**src/rtl/riscv_zero_fetch_buf.sv**
```systemverilog
// Fetch stage: issues in-order imem requests, buffers {pc, inst} for decode.
// Latency: response accepted in cycle N is visible on d_valid in cycle N+1.
// Backpressure: requests need a free slot counting in-flight plus buffered entries.
module riscv_zero_fetch_buf #(
  parameter logic [31:0] RESET_PC = 32'h0000_0000,
  parameter int unsigned DEPTH    = 4
) (
  input  logic        clk,
  input  logic        reset,
  output logic        imem_req_valid,
  input  logic        imem_req_ready,
  output logic [31:0] imem_req_addr,
  input  logic        imem_rsp_valid,
  input  logic [31:0] imem_rsp_data,
  input  logic        redirect_valid,
  input  logic [31:0] redirect_pc,
  output logic        d_valid,
  input  logic        d_ready,
  output logic [31:0] d_pc,
  output logic [31:0] d_inst
);

  localparam int unsigned PW = $clog2(DEPTH);
  localparam int unsigned CW = $clog2(DEPTH + 1);
  localparam logic [CW:0] LIMIT = (CW + 1)'(DEPTH);

  logic [31:0]   fetch_pc;
  logic [31:0]   rsp_pc;
  logic [CW-1:0] outstanding;
  logic [CW-1:0] drop_cnt;
  logic [CW-1:0] count;
  logic [PW-1:0] rd_ptr;
  logic [PW-1:0] wr_ptr;
  logic [31:0]   buf_pc   [DEPTH];
  logic [31:0]   buf_inst [DEPTH];

  logic [CW:0]   credit_used;
  logic [31:0]   target_pc;
  logic          req_fire;
  logic          rsp_stale;
  logic          push;
  logic          pop;
  logic          unused_redirect_lsbs;

  // Low address bits of a redirect are meaningless for word-aligned fetch.
  assign unused_redirect_lsbs = ^redirect_pc[1:0];
  assign target_pc = {redirect_pc[31:2], 2'b00};

  // Credit uses registered state only, so a slot freed this cycle is reused next cycle.
  assign credit_used    = {1'b0, outstanding} + {1'b0, count};
  assign imem_req_valid = !reset && !redirect_valid && (credit_used < LIMIT);
  assign imem_req_addr  = fetch_pc;
  assign req_fire       = imem_req_valid && imem_req_ready;

  // Responses for requests issued before a redirect are discarded.
  assign rsp_stale = (drop_cnt != '0);
  assign push      = imem_rsp_valid && !rsp_stale && !redirect_valid;

  assign d_valid = (count != '0);
  assign pop     = d_valid && d_ready && !redirect_valid;
  assign d_pc    = d_valid ? buf_pc[rd_ptr]   : 32'h0;
  assign d_inst  = d_valid ? buf_inst[rd_ptr] : 32'h0;

  // Request side: next fetch address and number of unanswered requests.
  always_ff @(posedge clk or posedge reset) begin
    if (reset) begin
      fetch_pc    <= RESET_PC;
      outstanding <= '0;
    end else begin
      if (redirect_valid) begin
        fetch_pc <= target_pc;
      end else if (req_fire) begin
        fetch_pc <= fetch_pc + 32'd4;
      end
      outstanding <= outstanding + CW'(req_fire) - CW'(imem_rsp_valid);
    end
  end

  // Response side: PC tagging for live responses, drop counting for stale ones.
  always_ff @(posedge clk or posedge reset) begin
    if (reset) begin
      rsp_pc   <= RESET_PC;
      drop_cnt <= '0;
    end else if (redirect_valid) begin
      // Everything still in flight is stale; a response arriving now is dropped too.
      rsp_pc   <= target_pc;
      drop_cnt <= outstanding - CW'(imem_rsp_valid);
    end else if (imem_rsp_valid) begin
      if (rsp_stale) begin
        drop_cnt <= drop_cnt - CW'(1);
      end else begin
        rsp_pc <= rsp_pc + 32'd4;
      end
    end
  end

  // Buffer pointers and occupancy; a redirect empties the buffer.
  always_ff @(posedge clk or posedge reset) begin
    if (reset) begin
      rd_ptr <= '0;
      wr_ptr <= '0;
      count  <= '0;
    end else if (redirect_valid) begin
      rd_ptr <= '0;
      wr_ptr <= '0;
      count  <= '0;
    end else begin
      if (push) begin
        wr_ptr <= wr_ptr + PW'(1);
      end
      if (pop) begin
        rd_ptr <= rd_ptr + PW'(1);
      end
      count <= count + CW'(push) - CW'(pop);
    end
  end

  // Buffer storage; contents are only observed through count, so no reset needed.
  always_ff @(posedge clk) begin
    if (push) begin
      buf_pc[wr_ptr]   <= rsp_pc;
      buf_inst[wr_ptr] <= imem_rsp_data;
    end
  end

  // Credit accounting guarantees a live response always finds a free slot.
  a_no_overflow: assert property (@(posedge clk) disable iff (reset)
    (push && !pop) |-> ({1'b0, count} < LIMIT));

  // Memory must never answer more requests than were accepted.
  a_no_spurious_rsp: assert property (@(posedge clk) disable iff (reset)
    imem_rsp_valid |-> (outstanding != '0));

endmodule
```
**config.mk**
```make
export PLATFORM = sky130hd
export DESIGN_NAME = riscv_zero_fetch_buf
export DESIGN_NICKNAME = d
export VERILOG_FILES = /design/src/rtl/riscv_zero_fetch_buf.sv
export SDC_FILE = /design/constraint.sdc
export NUM_CORES = 1
export LEC_CHECK = 0
export ABC_AREA = 1
export BUFFER_PORTS_ARGS = -buffer_cell sky130_fd_sc_hd__buf_2
export CAP_MARGIN = 10
export CELL_PAD_IN_SITES_DETAIL_PLACEMENT = 0
export CELL_PAD_IN_SITES_GLOBAL_PLACEMENT = 1
export CORE_ASPECT_RATIO = 2
export CORE_MARGIN = 10
export CORE_UTILIZATION = 35
export CTS_BUF_LIST = sky130_fd_sc_hd__clkbuf_4
export CTS_CLUSTER_SIZE = 25
export DETAILED_ROUTE_END_ITERATION = 8
export PLACE_DENSITY = 0.69
export SLEW_MARGIN = 20
export SYNTH_ARGS = -nofsm -noshare
export SYNTH_HDL_FRONTEND = slang
export SYNTH_SLANG_ARGS = --single-unit
```
**constraint.sdc**
```tcl
create_clock -name clk -period 5.1 [get_ports clk]
set_input_delay 0.255 -clock clk [delete_from_list [all_inputs] [get_ports clk]]
set_output_delay 0.255 -clock clk [all_outputs]
set_load 0.01 [all_outputs]
```
Word level (Yosys, flattened, before mapping)
Memories as Yosys holds them, arrays and structs flattened.
Index checks and enable logic that the tools add are counted.
{ "word_totals": {"input_bits": 70, "output_inout_bits": 98, "word_cells": 58, "regBits": 77, "mem_bits_rw": 256, "memories": 2} }
{ "memory_table": {"columns": ["name", "depth", "word_bits", "read_ports", "rd_ports_with_merged_regs", "wr", "line_no", "source"], "rows": [
  ["buf_inst", 4, 32, 1, 0, 1, "35", "logic [31:0] buf_inst [DEPTH];"],
  ["buf_pc", 4, 32, 1, 0, 1, "34", "logic [31:0] buf_pc [DEPTH];"]
]} }
{ "classes": {"magnitude_cmp": 1, "reduce_logical": 19, "mux": 17, "eq_ne": 1, "n_addsub": 11} }
{ "ops": {"columns": ["cell", "count"], "rows": [
  ["2-to-1 mux 32 bit", 7],
  ["adder 32 x 3 -> 32 bit (second input constant)", 2],
  ["2-to-1 mux 3 bit", 4],
  ["nonzero test 2 bit", 5],
  ["subtractor 3 x 1 -> 3 bit", 3],
  ["2-to-1 mux 2 bit", 4],
  ["logical AND 1 bit", 7],
  ["adder 3 x 1 -> 3 bit", 2],
  ["nonzero test 3 bit", 2],
  ["adder 2 x 1 -> 2 bit (second input constant)", 2],
  ["adder 3 x 3 -> 4 bit", 1],
  ["less-than comparator 4 x 3 -> 1 bit (second input constant)", 1],
  ["AND reduction 2 bit", 2],
  ["zero test 1 bit", 3],
  ["subtractor 3 x 1 -> 3 bit (second input constant)", 1],
  ["2-to-1 mux 1 bit", 2],
  ["!= test 2 bit (second input constant)", 1]
]} }

Depth between registers and ports, before layout
Gate-level depths: netlist (run 1).
{ "logic_depth": {"word_depth": 7, "depth_mapped": 13, "mapped_depth_nobuf": 12} }

Least setup slack after synthesis (run 1)
Ideal clock, no wire load.
{ "synth_path": {"kind": "register to register", "startpoint": "register drop_cnt[0]", "endpoint": "memory buf_inst[0][0], enable pin", "required_ns": 4.618, "n_path_buf": 1, "period_less_slack_ns": 4.333, "setup_time_ns": 0.482, "stages_incl_launch_ff": 8, "arrival_time_ns": 3.851, "path_slack_ns": 0.767, "path_cell_list": "dfrtp_1 > inv_1 > ha_1 > nand3_1 > nor2_2 > inv_1 > clkbuf_1 > nor2_1"} }
{ "synth_between": {"elab_chain_cells": 6} }
{ "synth_rtl": {"columns": ["element", "line_no", "source"], "rows": [
  ["start, declared", "30", "logic [CW-1:0] drop_cnt;"],
  ["start signal, assigned", "87", "drop_cnt <= outstanding - CW'(imem_rsp_valid);"],
  ["start signal, assigned", "90", "drop_cnt <= drop_cnt - CW'(1);"],
  ["nonzero test 3 bit", "56", "assign rsp_stale = (drop_cnt != '0);"],
  ["zero test 1 bit", "57", "assign push = imem_rsp_valid && !rsp_stale && !redirect_valid;"],
  ["logical AND 1 bit (2 in series)", "57", null],
  ["2-to-1 mux 1 bit", "120", "if (push) begin"],
  ["2-to-1 mux 1 bit (implied by the code)", "122", "buf_inst[wr_ptr] <= imem_rsp_data;"],
  ["end, declared", "35", null]
]} }
No other way between the ends.

Final worst setup path (run 1)
{ "layout_path": {"startpoint": "register rd_ptr[1]", "endpoint": "output d_pc[11]"} }
{ "layout_between": {"elab_chain_cells": 2} }
{ "layout_rtl": {"columns": ["element", "line_no", "source"], "rows": [
  ["start, declared", "32", "logic [PW-1:0] rd_ptr;"],
  ["start signal, assigned", "112", "rd_ptr <= rd_ptr + PW'(1);"],
  ["memory (4 x 32 bit)", null, null],
  ["2-to-1 mux 32 bit", "61", "assign d_pc = d_valid ? buf_pc[rd_ptr] : 32'h0;"],
  ["end, declared", "19", "output logic [31:0] d_pc,"]
]} }
No other way between the ends.

==> impl_metrics.toml, run 1 <==
[logic_synthesis]
synthXorXnorAreaFrac_pct = 1.08
synth_fa_ha_area_share_pct = 1.65
syn_inst = 1475
synth-seq-area-share_pct = 63.8
synthMuxAreaShare_pct = 0
synth_area_um2 = 14500
synth_compound_area_share_pct = 9.60
ys_warn_count = 0
yosys.area_share.simple_pct = 19.3
yosysUniqueCellTypes = 40
synth_top_family_by_area = "simple AND/OR/NAND/NOR gates"
synth_seq_cells = 321
avgSynthCellArea_um2 = 9.86

[floorplanning]
core_area_um2 = 41100
ioPinCount = 168
fp.dieW_um = 164
die_area_um2 = 50600
dieHeight_um = 308
core.rowCount = 105
start_util_pct = 35.4

[layout]
design_area_um2 = 17600
area_growth_pct = 21.3
fin_util_pct = 42.9
layout-drive-gt1-share_pct = 18.1
final_cell_mix = "nor2_1 (329), edfxtp_1 (248), nand2_1 (235)"
layout_commonest_cell = "nor2_1"
nets = 1823
finalNonFillerCells = 2329

[detailed_routing]
wl_per_cell_um = 17.7
detail-route-antenna-nets = 0
via_count = 11225
drc = 0
via_per_inst = 4.82
first_pass_iters = 4
wirelength_mm = 41.3
drt_iter0_drc = 521

[timing]
finalCritPeriodShare_pct = 74.3
slew-limit-headroom_pct = 31.0
finalHoldViolCount = 0
slew_violations = 0
fmax_mhz = 264
setup_tns_ns = 0
tightest_slew_ns = 1.03
rsz0062_at_grt = "no"
setup_viol = 0
skew_ns = 0.0375
period_needed_ns = 3.79

[global_route]
grt_pass1_vias = 11432
overflow = 0
grt_antenna_before_repair = 2
grt_max_degree = 67
grt_pass1_wl_mm = 63.3
grt_usage_pct = 16.3

[job]
maxCapViolations = 0

[placed_design]
dpl_cell_area_um2 = 15900
routabilityCongestion = 0.904
place_inst = 2124
dp_hpwl_mm = 27.9
port_buffers = 161

[clock_network]
cts_tree = "done"
clk_latency_ns = 0.76
htree_levels = 3
clk_pin_slew_ns = 0.07
cts.sinks = 321
ctsResizeCount = 0
clk_path_buf_depth = 3
cts_inserted_buffers = 75
root_buffer = "clkbuf_4"

[run_status]
status = "finished, final reports clean"

[worst_hold_path]
hold_class = "input pin to flip-flop"

[critical_path]
critPathCaptureType = "output port"
path_cells = "inv_2 > buf_4 > nor2_1 > o21ai_0 > a21oi_1 > buf_2"
crit_fanout = 34
critPathArrivalTime_ns = 3.54
path_buf_inv = 3
start_kind = "flip-flop"
required_ns = 4.85
critical_path.max_stage_delay_ns = 0.92
critPathKind = "flip-flop to output port"
crit_slowest_cell = "dfrtp_2"
crit_family = "buffers and inverters"

[pwr]
power_density_nw_per_um2 = 442
ir_worst_vdd_mv = 0.403
total_power_mw = 7.80
p_leak_nw = 7.11
==> where the power goes <==
group	internal, mW	switching [mW]
clock network	1.24	1.01
registers	3.07	0.283
logic	0.731	1.46
==> synth_stat cells (all sizes together) <==
cell type | n | area (µm²)
a21boi | 1 | 7.51
a21oi | 93 | 465
a22oi | 1 | 7.51
a31oi | 3 | 18.8
and2 | 1 | 6.26
and3 | 1 | 6.26
buf | 29 | 160
clkbuf | 38 | 143
conb | 1 | 3.75
dfrtp | 73 | 1830
edfxtp | 248 | 7450
fa | 2 | 40.0
ha | 16 | 200
inv | 96 | 360
nand2 | 237 | 905
nand3 | 80 | 405
nand3b | 3 | 22.5
nand4 | 5 | 31.3
nor2 | 343 | 1330
nor3 | 11 | 66.3
nor3b | 1 | 7.51
o211ai | 16 | 120
o21a | 1 | 7.51
o21ai | 149 | 746
o21bai | 2 | 15.0
o221ai | 1 | 8.76
or2 | 5 | 31.3
xnor2 | 5 | 43.8
xor2 | 13 | 114
==> logic make-up (layout without fill, tap and decap cells) <==
| family | after synthesis | in the layout |
|---|---|---|
| xor+xnor | 18 | 18 |
| flops | 321 | 321 |
| fa+ha+maj | 18 | 18 |
| simple gates | 687 | 687 |
| buf+inv | 163 | 475 |
| other cells | 1 | 8 |
| compound gates | 267 | 267 |
==> state kept, by name, indices dropped and copies added, names as in the netlist, 3 cells and up <==
register and count:
buf_inst 128, buf_pc 120, count 3, drop_cnt 3, imem_req_addr 30, outstanding 3, rsp_pc 30
==> worst register-to-register path: cells and delay by family (launching register included) <==
kind	cells	cell delay (ns)
and+or+nand+nor	3	1.29
buffers and inverters	3	1.13
DFF	1	0.36
adders and majority gates	1	0.19
==> layer usage <==
metal / global-route usage, % / routed length, µm / vias up
li1: - / - / 5554
met1: 16.2 / 14800 / 5291
met2: 30.1 / 22500 / 281
met3: 3.72 / 2130 / 99
met4: 9.12 / 1890 / 0
met5: 0 / 0 / -
==> worst paths after layout <==
| kind | start | end | slack, ns | depth (start not counted) |
|---|---|---|---|---|
| setup / recovery | rd_ptr[1]$_DFFE_PP0P_ | d_pc[11] | 1.31 | 6 |
| hold / removal | imem_rsp_data[25] | buf_inst[1][25]$_DFFE_PP_ | 0.27 | 2 |
| setup reg to reg | drop_cnt[0]$_DFFE_PP0P_ | buf_inst[2][7]$_DFFE_PP_ | 1.72 | 7 |
| hold reg to reg | outstanding[2]$_DFF_PP0_ | outstanding[2]$_DFF_PP0_ | 0.53 | 1 |
| max in group asynchronous | reset | rsp_pc[26]$_DFFE_PP0P_ | 3.35 | 5 |
| min in group asynchronous | reset | outstanding[0]$_DFF_PP0_ | 0.57 | 4 |
==> per-stage QoR <==
stage / hold WS [ns] / setup WS [ns]
global route: 0.211 / 1.06
finish: 0.266 / 1.31
CTS: 0.178 / 1.17
global placement: 0.226 / 1.71
floorplan: 0.354 / 0.767
detailed placement: 0.233 / 1.69
==> final cells by class <==
type | count | area (µm²)
fill | 4007 | 23500
sequential | 321 | 9280
multi-input combinational | 994 | 4650
timing repair buffer | 247 | 1620
clock buffer | 102 | 766
tap | 535 | 669
inverter | 96 | 360
clock inverter | 30 | 282
antenna | 4 | 10.0
==> what timing repair did <==
item	in CTS	in global routing
hold buffers	69	0
hold endpoints to repair	205	0
buffers inserted	0	0
No activity file was read; power rests on OpenSTA's default activity.
==> run 2: changes to the inputs <==
==> constraint.sdc (replaced) <==
create_clock -name clk -period 3.86 [get_ports clk]
set_input_delay 0.193 -clock clk [delete_from_list [all_inputs] [get_ports clk]]
set_output_delay 0.193 -clock clk [all_outputs]
set_load 0.01 [all_outputs]
==> impl_metrics.toml, run 2 (same netlist as run 1, synthesis figures left out) <==
[layout]
final_cell_mix = "nor2_1 (329), edfxtp_1 (248), nand2_1 (235)"
layout-drive-gt1-share_pct = 18.6
layout_commonest_cell = "nor2_1"
fin_util_pct = 43.2
area_growth_pct = 22.2
largest_reg_flops = 128
top_register = "buf_inst"
largestRegisters = "buf_inst (128), buf_pc (120)"
nets = 1826

[global_route]
grt_usage_pct = 16.4
grt_pass1_vias = 11747
grt_pass1_wl_mm = 64.1
grt_max_degree = 63
grt_antenna_before_repair = 2
overflow = 0

[worst_hold_path]
hold_class = "input pin to async pin"

[critical_path]
critPathKind = "flip-flop to output port"
critPathCaptureType = "output port"
critical_path.startpoint = "rd_ptr[0]$_DFFE_PP0P_"
required_ns = 3.67
r2r_start = "drop_cnt[0]$_DFFE_PP0P_"
start_kind = "flip-flop"
critPathArrivalTime_ns = 2.93
crit_fanout = 39

[floorplanning]
core.rowCount = 105
start_util_pct = 35.4
core_area_um2 = 41100
die_area_um2 = 50600
ioPinCount = 168
dieHeight_um = 308
fp.dieW_um = 164

[timing]
finalCritPeriodShare_pct = 81.0
finalHoldViolCount = 0
worst_slack_ns = 0.732
timing.hold.ws_ns = 0.146
rsz0062_at_grt = "no"
fmax_mhz = 320
tightest_slew_ns = 0.885
setup_viol = 0
period_needed_ns = 3.13
slew-limit-headroom_pct = 40.9
slew_violations = 0
skew_ns = 0.0398

[clock_network]
cts.sinks = 321
clk_path_buf_depth = 3
root_buffer = "clkbuf_4"
ctsResizeCount = 0
cts_tree = "done"
htree_levels = 3
clk_pin_slew_ns = 0.07
cts_setup_buffers = 0
clk_latency_ns = 0.76
cts_inserted_buffers = 76

[placed_design]
routabilityCongestion = 0.872
dp_hpwl_mm = 27.7
port_buffers = 161
post-place-ws_ns = 1.20

[detailed_routing]
via_per_inst = 4.85
drc = 0
first_pass_iters = 7
via_count = 11322
wirelength_mm = 41.5
drt_iter0_drc = 512
detail-route-antenna-nets = 0
wl_per_cell_um = 17.8

[pwr]
ir_worst_vdd_mv = 0.307
power_density_nw_per_um2 = 588
total_power_mw = 10.4
p_leak_nw = 7.17

[job]
maxCapViolations = 0

[run_status]
status = "finished, final reports clean"
[run 2: metrics by stage]
stage               cells  TNS [ns]  area [µm²]
global route         2335         0       17800
global placement     2128         0       16000
floorplan            1478   -117.32       14600
finish               2335         0       17800
detailed placement   2128         0       16000
CTS                  2333         0       17800
[run 2: layout make-up]
| class | instances | area [µm²] |
|---|---|---|
| Clock inverter | 38 | 349 |
| Tap cell | 535 | 669 |
| Inverter | 96 | 360 |
| Sequential cell | 321 | 9280 |
| Timing Repair Buffer | 249 | 1710 |
| Fill cell | 3967 | 23300 |
| Clock buffer | 100 | 751 |
| Antenna cell | 2 | 5.00 |
| Multi-Input combinational cell | 994 | 4650 |
[run 2: critical path, cell delays in order (launching register included)]
cell     delay [ns]
dfrtp_4        0.64
inv_2          0.52
buf_4          0.40
o21ai_0        0.14
a21oi_1        0.30
buf_2          0.20
[run 2: final timing paths]
| path | end | slack, ns | cells after the start |
|---|---|---|---|
| setup / recovery | d_pc[7] | 0.73 | 5 |
| hold / removal | imem_req_addr[2]$_DFFE_PP0P_ | 0.15 | 3 |
| setup reg to reg | count[2]$_DFF_PP0_ | 1.20 | 13 |
| hold reg to reg | outstanding[2]$_DFF_PP0_ | 0.54 | 1 |
| max in group asynchronous | rsp_pc[20]$_DFFE_PP0P_ | 2.83 | 4 |
| min in group clk | buf_inst[1][6]$_DFFE_PP_ | 0.19 | 2 |
[run 2: per-layer routing]
layer | up-vias | GRT usage (%) | part of all wire (%)
met2 | 281 | 31.1 | 55
met3 | 82 | 3.63 | 5.1
met4 | 0 | 7.47 | 3.3
met5 | - | 0 | 0
li1 | 5548 | - | -
met1 | 5411 | 16.4 | 36
[run 2: what timing repair did]
item | in CTS | in global routing
hold buffers | 67 | 0
setup endpoints to repair | 0 | 0
hold endpoints to repair | 222 | 0
[run 2: where the power goes]
| part | total (mW) | internal (mW) | switching [mW] |
|---|---|---|---|
| Sequential | 4.41 | 4.06 | 0.351 |
| Clock | 3.06 | 1.70 | 1.36 |
| Combinational | 2.98 | 0.999 | 1.98 |
